**src/rtl/dmem_arbiter_if.sv**
```systemverilog
// Bus bundle between the data-memory arbiter, its two requesters and the 256x8 memory.
// The slave modport is the arbiter's view; the master modport is the requester/memory side.
interface dmem_arbiter_if;
  logic       ReqA;
  logic       WeA;
  logic [7:0] AddrA;
  logic [7:0] WdataA;
  logic       GntA;
  logic       AckA;
  logic [7:0] RdataA;

  logic       ReqB;
  logic       WeB;
  logic [7:0] AddrB;
  logic [7:0] WdataB;
  logic       GntB;
  logic       AckB;
  logic [7:0] RdataB;
  logic       ErrB;

  logic       MemWriteEn;
  logic [7:0] MemAddr;
  logic [7:0] MemDataIn;
  logic [7:0] MemDataOut;

  modport slave (
    input  ReqA, WeA, AddrA, WdataA, ReqB, WeB, AddrB, WdataB, MemDataOut,
    output GntA, AckA, RdataA, GntB, AckB, RdataB, ErrB, MemWriteEn, MemAddr, MemDataIn
  );

  modport master (
    output ReqA, WeA, AddrA, WdataA, ReqB, WeB, AddrB, WdataB, MemDataOut,
    input  GntA, AckA, RdataA, GntB, AckB, RdataB, ErrB, MemWriteEn, MemAddr, MemDataIn
  );
endinterface

```
**src/rtl/dmem_arbiter.sv**
```systemverilog
// Round-robin, burst-limited arbiter for the single-port 256x8 data memory (port A: CPU, port B: host).
// Optional macro DMEM_ARB_PROTECT_EN blocks port B writes to addresses 0..PROT_TOP.
module dmem_arbiter #(
  parameter int         MAX_BURST = 4,
  parameter logic [7:0] PROT_TOP  = 8'd17
) (
  input  logic           Clk,
  input  logic           Reset,
  dmem_arbiter_if.slave  bus
);

`ifdef DMEM_ARB_PROTECT_EN
  localparam logic PROT_EN = 1'b1;
`else
  localparam logic PROT_EN = 1'b0;
`endif

  localparam logic [3:0] BURST_LAST = 4'(MAX_BURST - 1);

  typedef enum logic [1:0] {
    IDLE  = 2'd0,
    OWN_A = 2'd1,
    OWN_B = 2'd2
  } state_t;

  state_t     r_state;
  state_t     w_next;
  logic [3:0] r_burst;
  logic [3:0] w_burst_next;
  logic       r_last_b;
  logic       w_last_b_next;
  logic       w_acc_a;
  logic       w_acc_b;
  logic       w_limit;
  logic       w_blocked;

  // State, burst count and last-owner registers
  always_ff @(posedge Clk or posedge Reset) begin
    if (Reset) begin
      r_state  <= IDLE;
      r_burst  <= 4'd0;
      r_last_b <= 1'b1;
    end else begin
      r_state  <= w_next;
      r_burst  <= w_burst_next;
      r_last_b <= w_last_b_next;
    end
  end

  // Next-state: round-robin tie break in IDLE, release or burst-limit handoff when owned
  always_comb begin
    w_next  = r_state;
    w_acc_a = 1'b0;
    w_acc_b = 1'b0;
    w_limit = (r_burst == BURST_LAST);
    case (r_state)
      IDLE: begin
        if (bus.ReqA && bus.ReqB) begin
          w_next = r_last_b ? OWN_A : OWN_B;
        end else if (bus.ReqA) begin
          w_next = OWN_A;
        end else if (bus.ReqB) begin
          w_next = OWN_B;
        end else begin
          w_next = IDLE;
        end
      end
      OWN_A: begin
        if (bus.ReqA) begin
          w_acc_a = 1'b1;
          w_next  = (w_limit && bus.ReqB) ? OWN_B : OWN_A;
        end else begin
          w_next  = bus.ReqB ? OWN_B : IDLE;
        end
      end
      OWN_B: begin
        if (bus.ReqB) begin
          w_acc_b = 1'b1;
          w_next  = (w_limit && bus.ReqA) ? OWN_A : OWN_B;
        end else begin
          w_next  = bus.ReqA ? OWN_A : IDLE;
        end
      end
      default: begin
        w_next = IDLE;
      end
    endcase

    if (w_next != r_state) begin
      w_burst_next = 4'd0;
    end else if ((w_acc_a || w_acc_b) && (r_burst != 4'd15)) begin
      w_burst_next = r_burst + 4'd1;
    end else begin
      w_burst_next = r_burst;
    end

    if ((r_state == OWN_A) && (w_next != OWN_A)) begin
      w_last_b_next = 1'b0;
    end else if ((r_state == OWN_B) && (w_next != OWN_B)) begin
      w_last_b_next = 1'b1;
    end else begin
      w_last_b_next = r_last_b;
    end
  end

  assign w_blocked = PROT_EN & w_acc_b & bus.WeB & (bus.AddrB <= PROT_TOP);

  // Memory-side mux and requester returns; everything is 0 unless an access is in progress
  always_comb begin
    bus.GntA       = (r_state == OWN_A);
    bus.GntB       = (r_state == OWN_B);
    bus.AckA       = w_acc_a;
    bus.AckB       = w_acc_b;
    bus.ErrB       = w_blocked;
    bus.RdataA     = 8'd0;
    bus.RdataB     = 8'd0;
    bus.MemWriteEn = 1'b0;
    bus.MemAddr    = 8'd0;
    bus.MemDataIn  = 8'd0;
    if (w_acc_a) begin
      bus.MemWriteEn = bus.WeA;
      bus.MemAddr    = bus.AddrA;
      bus.MemDataIn  = bus.WdataA;
      bus.RdataA     = bus.MemDataOut;
    end else if (w_acc_b) begin
      bus.MemWriteEn = bus.WeB & ~w_blocked;
      bus.MemAddr    = bus.AddrB;
      bus.MemDataIn  = bus.WdataB;
      bus.RdataB     = bus.MemDataOut;
    end else begin
      bus.MemWriteEn = 1'b0;
    end
  end

endmodule

```
**src/flat_wrapper.sv**
```systemverilog
// flat-port wrapper written by rule: the top's interface ports become plain ports
module dmem_arbiter_flat 
#(
  parameter int         MAX_BURST = 4,
  parameter logic [7:0] PROT_TOP  = 8'd17
)
  (Clk, Reset, bus_ReqA, bus_WeA, bus_AddrA, bus_WdataA, bus_ReqB, bus_WeB, bus_AddrB, bus_WdataB, bus_MemDataOut, bus_GntA, bus_AckA, bus_RdataA, bus_GntB, bus_AckB, bus_RdataB, bus_ErrB, bus_MemWriteEn, bus_MemAddr, bus_MemDataIn);
  dmem_arbiter_if bus_i ();
  input  logic Clk;
  input  logic Reset;
  input wire logic [$bits(bus_i.ReqA)-1:0] bus_ReqA;
  input wire logic [$bits(bus_i.WeA)-1:0] bus_WeA;
  input wire logic [$bits(bus_i.AddrA)-1:0] bus_AddrA;
  input wire logic [$bits(bus_i.WdataA)-1:0] bus_WdataA;
  input wire logic [$bits(bus_i.ReqB)-1:0] bus_ReqB;
  input wire logic [$bits(bus_i.WeB)-1:0] bus_WeB;
  input wire logic [$bits(bus_i.AddrB)-1:0] bus_AddrB;
  input wire logic [$bits(bus_i.WdataB)-1:0] bus_WdataB;
  input wire logic [$bits(bus_i.MemDataOut)-1:0] bus_MemDataOut;
  output wire logic [$bits(bus_i.GntA)-1:0] bus_GntA;
  output wire logic [$bits(bus_i.AckA)-1:0] bus_AckA;
  output wire logic [$bits(bus_i.RdataA)-1:0] bus_RdataA;
  output wire logic [$bits(bus_i.GntB)-1:0] bus_GntB;
  output wire logic [$bits(bus_i.AckB)-1:0] bus_AckB;
  output wire logic [$bits(bus_i.RdataB)-1:0] bus_RdataB;
  output wire logic [$bits(bus_i.ErrB)-1:0] bus_ErrB;
  output wire logic [$bits(bus_i.MemWriteEn)-1:0] bus_MemWriteEn;
  output wire logic [$bits(bus_i.MemAddr)-1:0] bus_MemAddr;
  output wire logic [$bits(bus_i.MemDataIn)-1:0] bus_MemDataIn;
  assign bus_i.ReqA = bus_ReqA;
  assign bus_i.WeA = bus_WeA;
  assign bus_i.AddrA = bus_AddrA;
  assign bus_i.WdataA = bus_WdataA;
  assign bus_i.ReqB = bus_ReqB;
  assign bus_i.WeB = bus_WeB;
  assign bus_i.AddrB = bus_AddrB;
  assign bus_i.WdataB = bus_WdataB;
  assign bus_i.MemDataOut = bus_MemDataOut;
  assign bus_GntA = bus_i.GntA;
  assign bus_AckA = bus_i.AckA;
  assign bus_RdataA = bus_i.RdataA;
  assign bus_GntB = bus_i.GntB;
  assign bus_AckB = bus_i.AckB;
  assign bus_RdataB = bus_i.RdataB;
  assign bus_ErrB = bus_i.ErrB;
  assign bus_MemWriteEn = bus_i.MemWriteEn;
  assign bus_MemAddr = bus_i.MemAddr;
  assign bus_MemDataIn = bus_i.MemDataIn;
  dmem_arbiter #(.MAX_BURST(MAX_BURST), .PROT_TOP(PROT_TOP)) u_core (.Clk(Clk), .Reset(Reset), .bus(bus_i));
endmodule
```
**config.mk**
```make
export PLATFORM = sky130hd
export DESIGN_NAME = dmem_arbiter_flat
export DESIGN_NICKNAME = d
export VERILOG_FILES = /design/src/rtl/dmem_arbiter_if.sv /design/src/rtl/dmem_arbiter.sv /design/src/flat_wrapper.sv
export SDC_FILE = /design/constraint.sdc
export NUM_CORES = 1
export LEC_CHECK = 0
export BUFFER_PORTS_ARGS = -buffer_cell sky130_fd_sc_hd__buf_2
export CORE_MARGIN = 4
export CORE_UTILIZATION = 34
export CTS_CLUSTER_SIZE = 30
export DETAILED_ROUTE_END_ITERATION = 6
export PLACE_DENSITY_LB_ADDON = 0.1
export SLEW_MARGIN = 20
export SYNTH_ARGS = -nofsm -noshare
export SYNTH_HDL_FRONTEND = slang
export SYNTH_SLANG_ARGS = --single-unit
```
**constraint.sdc**
```tcl
create_clock -name Clk -period 1.9 [get_ports Clk]
set_input_delay 0.19 -clock Clk [delete_from_list [all_inputs] [get_ports Clk]]
set_output_delay 0.19 -clock Clk [all_outputs]
set_load 0.05 [all_outputs]
```
==> run metrics, run 1 <==
status completed; CTS Sinks 7; post-synthesis sequential area ratio between 20% and 30%; Num CTS Buffers 3; Max clock buf depth 2; r2r worst-path depth 6; gr ovfl total 0; Worst Skew 0.00198 ns; Mapped Nets 137; root buf cell clkbuf_4; hpwl dp 1960 microns; Slowest Stage Delay on Critical Path roughly 0.48 ns; CP Launch Type flop; Avg Inst Size Synth 8.72 sq um; reg2reg start u_core.r_burst[0]; critical path type reg -> out; GP Congestion around 0.77; 1st-iter DRT viols 30; class of the worst hold path in -> reg; Total Routing Usage GR 15.1%; vias per inst about 4.7; H-Tree Depth 1; largest net degree at the start of global routing 30; core area approximately 2200 sq um; Synth Cell Area 785 sq um; max-cap violations 0; drt wl/cell around 13 microns; Antenna diodes 0; critical path cell sequence and3b_1 -> buf_12 -> and2_1 -> buf_2; RSZ-0062 raised after global routing false; Critical-path top delay cell dfrtp_1; overall routed net length between 2000 and 3000 microns; first-pass GRT wire length between 3000 and 4000 microns; placed cell area 1190 sq um; Synth area leader dfrtp_1; ys async rst share 100%; die outline height 56.0 microns; reg2reg setup slack approximately 0.33 ns; Final min period ~1.8 ns; Worst Setup EP bus_RdataB[4]; dpl ws 0.233 ns; synth unique cells 31; Skew-Pair Late Insertion Delay 0.24 ns; HP Start bus_ReqB; Setup Buffers After CTS 0; Hold WS 0.192 ns; Critical R2R Capture u_core.r_state[1]; synth warn 0; worst vdd ir around 460 uV; fmax 554 MHz; final worst slack 0.0940 ns; die width ~56 microns; Leak between 0.7 and 0.8 nW; Hold Fails Final Rpt 0; vias 937; CP endpoint kind primary output; first drt pass iteration count 3; CTS tree built; row cnt 17; Final #Nets 219; Slew Limit Fails 0; vias in the first global route 867; number of synthesized flops with an enable pin 0; Tcrit/Tclk final 95.1%; Reg clk slew, reported paths around 0.05 ns; Starting Density 35.5%; DR DRC count 0; flops & latches, synth 7; die area 3140 sq um; Finished Cell Area around 1300 sq um; share of cells above drive strength 1 56.1%; I/O pins 84; Synth area leaders dfrtp_1 19%, a22o_1 19%, and2_1 13%; top-area cell type share of the netlist area 19.1%; ANT nets after route 0; antenna violations before repair 0; crit path max fanout 29; Synth-to-Final Area Change 64.0%; Worst EP required 1.71 ns; Final setup violation count 0; P per Cell Area around 560 nW/um^2; arrival time worst endpoint between 1.5 and 2 ns; worst setup path startpoint u_core.r_state[0]; ys flop type dfrtp_1; Buffers on Ports 82; Gate Count Post-Synth 90; setup TNS 0 ns
[critical path, delay by kind of cell (launching register included)]
family        cells  cell delay (ns)
buf+inv           2             0.45
simple gates      2             0.45
flops             1             0.48
[cell usage in the layout, fill, tap and decap left out, types with 2 or more instances in the layout]
master | synthesis | layout
a211oi_2 | 2 | 2
a21oi_1 | 4 | 4
a22o_1 | 17 | 17
and2_1 | 16 | 16
and3b_4 | 1 | 2
buf_2 | 2 | 65
clkbuf_4 | 0 | 20
dfrtp_1 | 6 | 6
inv_1 | 3 | 3
mux2i_1 | 4 | 4
nand2_1 | 6 | 6
nor2_1 | 3 | 3
nor2b_1 | 2 | 2
o31ai_1 | 2 | 2
[power breakdown]
| part | switching (mW) | internal (mW) | total, mW | leakage, nW |
|---|---|---|---|---|
| Combinational | 0.274 | 0.139 | 0.413 | 0.600 |
| Clock | 0.0480 | 0.0797 | 0.128 | 0.0150 |
| Sequential | 0.0189 | 0.162 | 0.181 | 0.0909 |
| Total | 0.340 | 0.381 | 0.721 | 0.706 |
[metal layers]
| metal | part of all wire [%] | GRT usage, % | vias to the layer above |
|---|---|---|---|
| met5 | 0 | 0 | - |
| met4 | 0 | 5.08 | 0 |
| met3 | 9.9 | 3.71 | 0 |
| met2 | 52 | 28.0 | 41 |
| met1 | 38 | 16.4 | 407 |
| li1 | - | - | 489 |
[what timing repair did]
item                       in CTS  in global routing
setup endpoints to repair      25                 25
cloned                          1                  0
hold buffers                    1                  0
hold endpoints to repair        6                  0
resized for setup               1                 18
[kinds of logic after synthesis]
| group | share of synthesized area, % |
|---|---|
| buf+inv | 9.41 |
| compound gates | 34.1 |
| fa+ha+maj | 1.59 |
| flops | 22.5 |
| other cells | 0.478 |
| mux | 5.10 |
| xor+xnor | 1.12 |
| simple gates | 25.7 |
[layout make-up]
cell class,count,area [sq um]
Clock buffer,4,26.3
Fill cell,203,926
Multi-Input combinational cell,72,547
Sequential cell,7,176
Inverter,3,11.3
Timing Repair Buffer,85,490
Tap cell,28,35.0
[metrics by stage]
stage | std cells | total power [mW] | utilization, %
2_1_floorplan | 90 | 0.480 | -
5_1_grt | 199 | 0.766 | 58.1
6_report | 199 | 0.721 | 58.1
3_5_place_dp | 193 | 0.578 | 54.0
4_1_cts | 199 | 0.718 | 56.1
3_3_place_gp | 193 | 0.574 | 54.0
[sequential cells by signal, indices dropped and copies added (netlist names)]
name,cells
u_core.r_last_b,1
u_core.r_burst,4
u_core.r_state,2
[Yosys cell counts (all sizes together) (2+ instances only)]
master / n
a211oi: 2
a21oi: 4
a22o: 17
and2: 16
and3b: 2
buf: 7
clkbuf: 2
dfrtp: 6
inv: 3
mux2i: 4
nand2: 6
nor2: 3
nor2b: 2
o21ai: 3
o31ai: 2
[how the worst min path moves through the flow]
stage                        endpoint  slack [ns]  depth (start not counted)
finish                u_core.r_last_b        0.19                          2
global route          u_core.r_last_b        0.20                          2
CTS                   u_core.r_last_b        0.18                          2
detailed placement  u_core.r_state[1]        0.12                          2
global placement    u_core.r_state[1]        0.12                          2
floorplan           u_core.r_burst[0]      -0.007                          1
No activity file was read; power rests on OpenSTA's default activity.
==> run 2: changes to the inputs <==
Settings changed: CORE_UTILIZATION 34 to 37.
Clock period 1.9 ns to 2.3 ns, I/O delays scaled along.
==> run 2 against run 1 <==
  * Via count is 3.3% higher
  * Combinational power is 22% lower
  * Critical path depth is 1 lower
  * Core utilization is 3.0 points higher
  * Clock skew is 0.0058 ns higher
  * Global-route usage is 0.058 points lower
  * Die area is 7.0% lower
  * Worst setup slack better by 0.21 ns
  * Total power is 19% lower
  * Non-clock buffer count is 1 lower
  * Sequential share of layout area is 0.85 points higher
  * Worst hold slack better by 0.022 ns
  * Critical endpoint is now bus_MemAddr[3]
==> run metrics, run 2 (synthesis gave the netlist of run 1 again) <==
arrival time worst endpoint 1.76 ns (was 1.62 ns); sequential share of power 25.2% (was 25.1%); HP Start bus_ReqB (unchanged); RSZ-0062 raised after global routing false (unchanged); Total Routing Usage GR 15.0% (was 15.1%); overall routed net length 2390 microns (was 2530 microns); vias per inst 4.94 (was 4.71); crit path max fanout 30 (was 29); CP Launch Type flop (unchanged); Hold Fails Final Rpt 0 (unchanged); reg2reg start u_core.r_burst[0] (unchanged); commonest non-fill, non-tap cell in the layout buf_2 (unchanged); Top reg by flops u_core.r_burst (unchanged); CTS Sinks 7 (unchanged); fmax 502 MHz; Leak 0.704 nW (was 0.706 nW); DR DRC count 0 (unchanged); ANT nets after route 0 (unchanged); Reg clk slew, reported paths 0.06 ns (was 0.05 ns); vias 968 (was 937); antenna violations before repair 0 (unchanged); first drt pass iteration count 3 (unchanged); Antenna diodes 0 (unchanged); Finished Cell Area 1210 sq um (was 1290 sq um); vias in the first global route 822 (was 867); reg2reg setup slack 0.57 ns (was 0.33 ns); Num CTS Buffers 3 (unchanged); Slew Limit Fails 0 (unchanged); row cnt 16 (was 17); first-pass GRT wire length 3270 microns (was 3880 microns); die outline height 54.0 microns (was 56.0 microns); Worst EP required 2.07 ns (was 1.71 ns); Worst Hold Endpoint u_core.r_last_b (unchanged); final worst slack 0.309 ns (was 0.0940 ns); Finished Layout Cells 196 (was 199); P per Cell Area 484 nW/um^2 (was 561 nW/um^2); share of cells above drive strength 1 56.2% (was 56.1%); Final setup violation count 0 (unchanged); Tcrit/Tclk final between 80% and 90%; critical path type reg -> out (unchanged); CTS-repair resized insts 0 (was 1); cell-internal power 0.297 mW (was 0.381 mW); sw power 0.289 mW (was 0.340 mW); Skew-Pair Late Insertion Delay 0.26 ns (was 0.24 ns); Synth-to-Final Area Change 54.4% (was 64.0%); Final Core Density 61.1% (was 58.1%); leading cell types in the layout, fill and taps excluded 82 x buf_2, 17 x a22o_1, 16 x and2_1 (was 65 x buf_2, 20 x clkbuf_4, 17 x a22o_1); setup TNS 0 ns (unchanged); dpl ws 0.578 ns (was 0.233 ns); CP endpoint kind primary output (unchanged); DP Cell Count 191 (was 193); class of the worst hold path in -> reg (unchanged); Worst Skew 0.00775 ns (was 0.00198 ns); clock share of power 19.5% (was 17.7%); max-cap violations 0 (unchanged); grt met2 use 27.4% (was 28.0%); Comb power frac 55.3% (was 57.2%); Most Used Layer, Global Route met2 (unchanged); Net Sw Frac 49.3% (was 47.2%); cell depth of the worst hold path 2 (unchanged); Final min period 1.99 ns; root buf cell clkbuf_4 (unchanged); Max clock buf depth 2 (unchanged); Pwr Total 0.586 mW (was 0.721 mW); largest net degree at the start of global routing 31 (was 30); met1 Use GR 15.9% (was 16.4%); H-Tree Depth 1 (unchanged); CTS tree built (unchanged); Setup Buffers After CTS 0 (unchanged); Hold Buf Count CTS 1 (unchanged); hpwl dp 1990 microns (was 1960 microns); die area 2920 sq um (was 3140 sq um); status completed (unchanged); top flop regs u_core.r_burst x4, u_core.r_state x2, u_core.r_last_b x1 (unchanged); Final #Nets 217 (was 219); placed cell area 1170 sq um (was 1190 sq um); gr ovfl total 0 (unchanged); max reg flops 4 (unchanged); die width 54.0 microns (was 56.0 microns); Critical R2R Capture u_core.r_burst[2] (was u_core.r_state[1]); r2r worst-path depth 5 (was 6); Buffers on Ports 82 (unchanged); Hold WS 0.214 ns (was 0.192 ns); GP Congestion 0.746 (was 0.768); worst vdd ir 368 uV (was 455 uV); I/O pins 84 (unchanged); 1st-iter DRT viols 5 (was 30); Starting Density 39.6% (was 35.5%); GRT met3 Usage 4.43% (was 3.71%); core area 1980 sq um (was 2210 sq um); drt wl/cell 12.2 microns (was 12.7 microns)
run 2: changes by cell type in the layout (fill, tap and decap cells not counted):
cell and change:
clkinv_2 +1, buf_2 +17, clkbuf_1 -1, buf_12 -1
clkbuf_4 -17, and3b_4 -1
run 2: metal layers:
layer	vias up	share of wire, %
met5	-	0
met4	0	1.0
met3	4	14
met2	53	49
met1	427	36
li1	484	-
run 2: how the worst max path moves through the flow:
stage                                    to  cells past startpoint         startpoint
after floorplan              bus_MemAddr[6]                      4  u_core.r_state[1]
after global placement       bus_MemAddr[0]                      3  u_core.r_state[1]
after detailed placement  u_core.r_burst[0]                      5  u_core.r_burst[0]
after CTS                    bus_MemAddr[3]                      3  u_core.r_state[1]
after global routing         bus_MemAddr[5]                      3  u_core.r_state[1]
final                        bus_MemAddr[3]                      3  u_core.r_state[1]
run 2: cell type report:
cell class              count  area, sq um
clock buffers               3         22.5
clock inverters             1         5.00
fillers                   186          771
inverters                   3         11.3
multi-input cells          71          534
flip-flops and latches      7          176
well taps                  27         33.8
repair buffers             84          428
run 2: power by group through the flow:
stage               Sequential (mW)  Clock (mW)  Combinational (mW)
floorplan                     0.141           0               0.255
global placement              0.150           0               0.322
detailed placement            0.150           0               0.326
CTS                           0.147       0.118               0.328
global route                  0.149       0.129               0.345
finish                        0.148       0.114               0.324
run 2: critical path: stages (launching register included):
cell and delay (ns):
dfrtp_1 0.46, and3b_4 0.56, a22o_1 0.20, buf_2 0.26
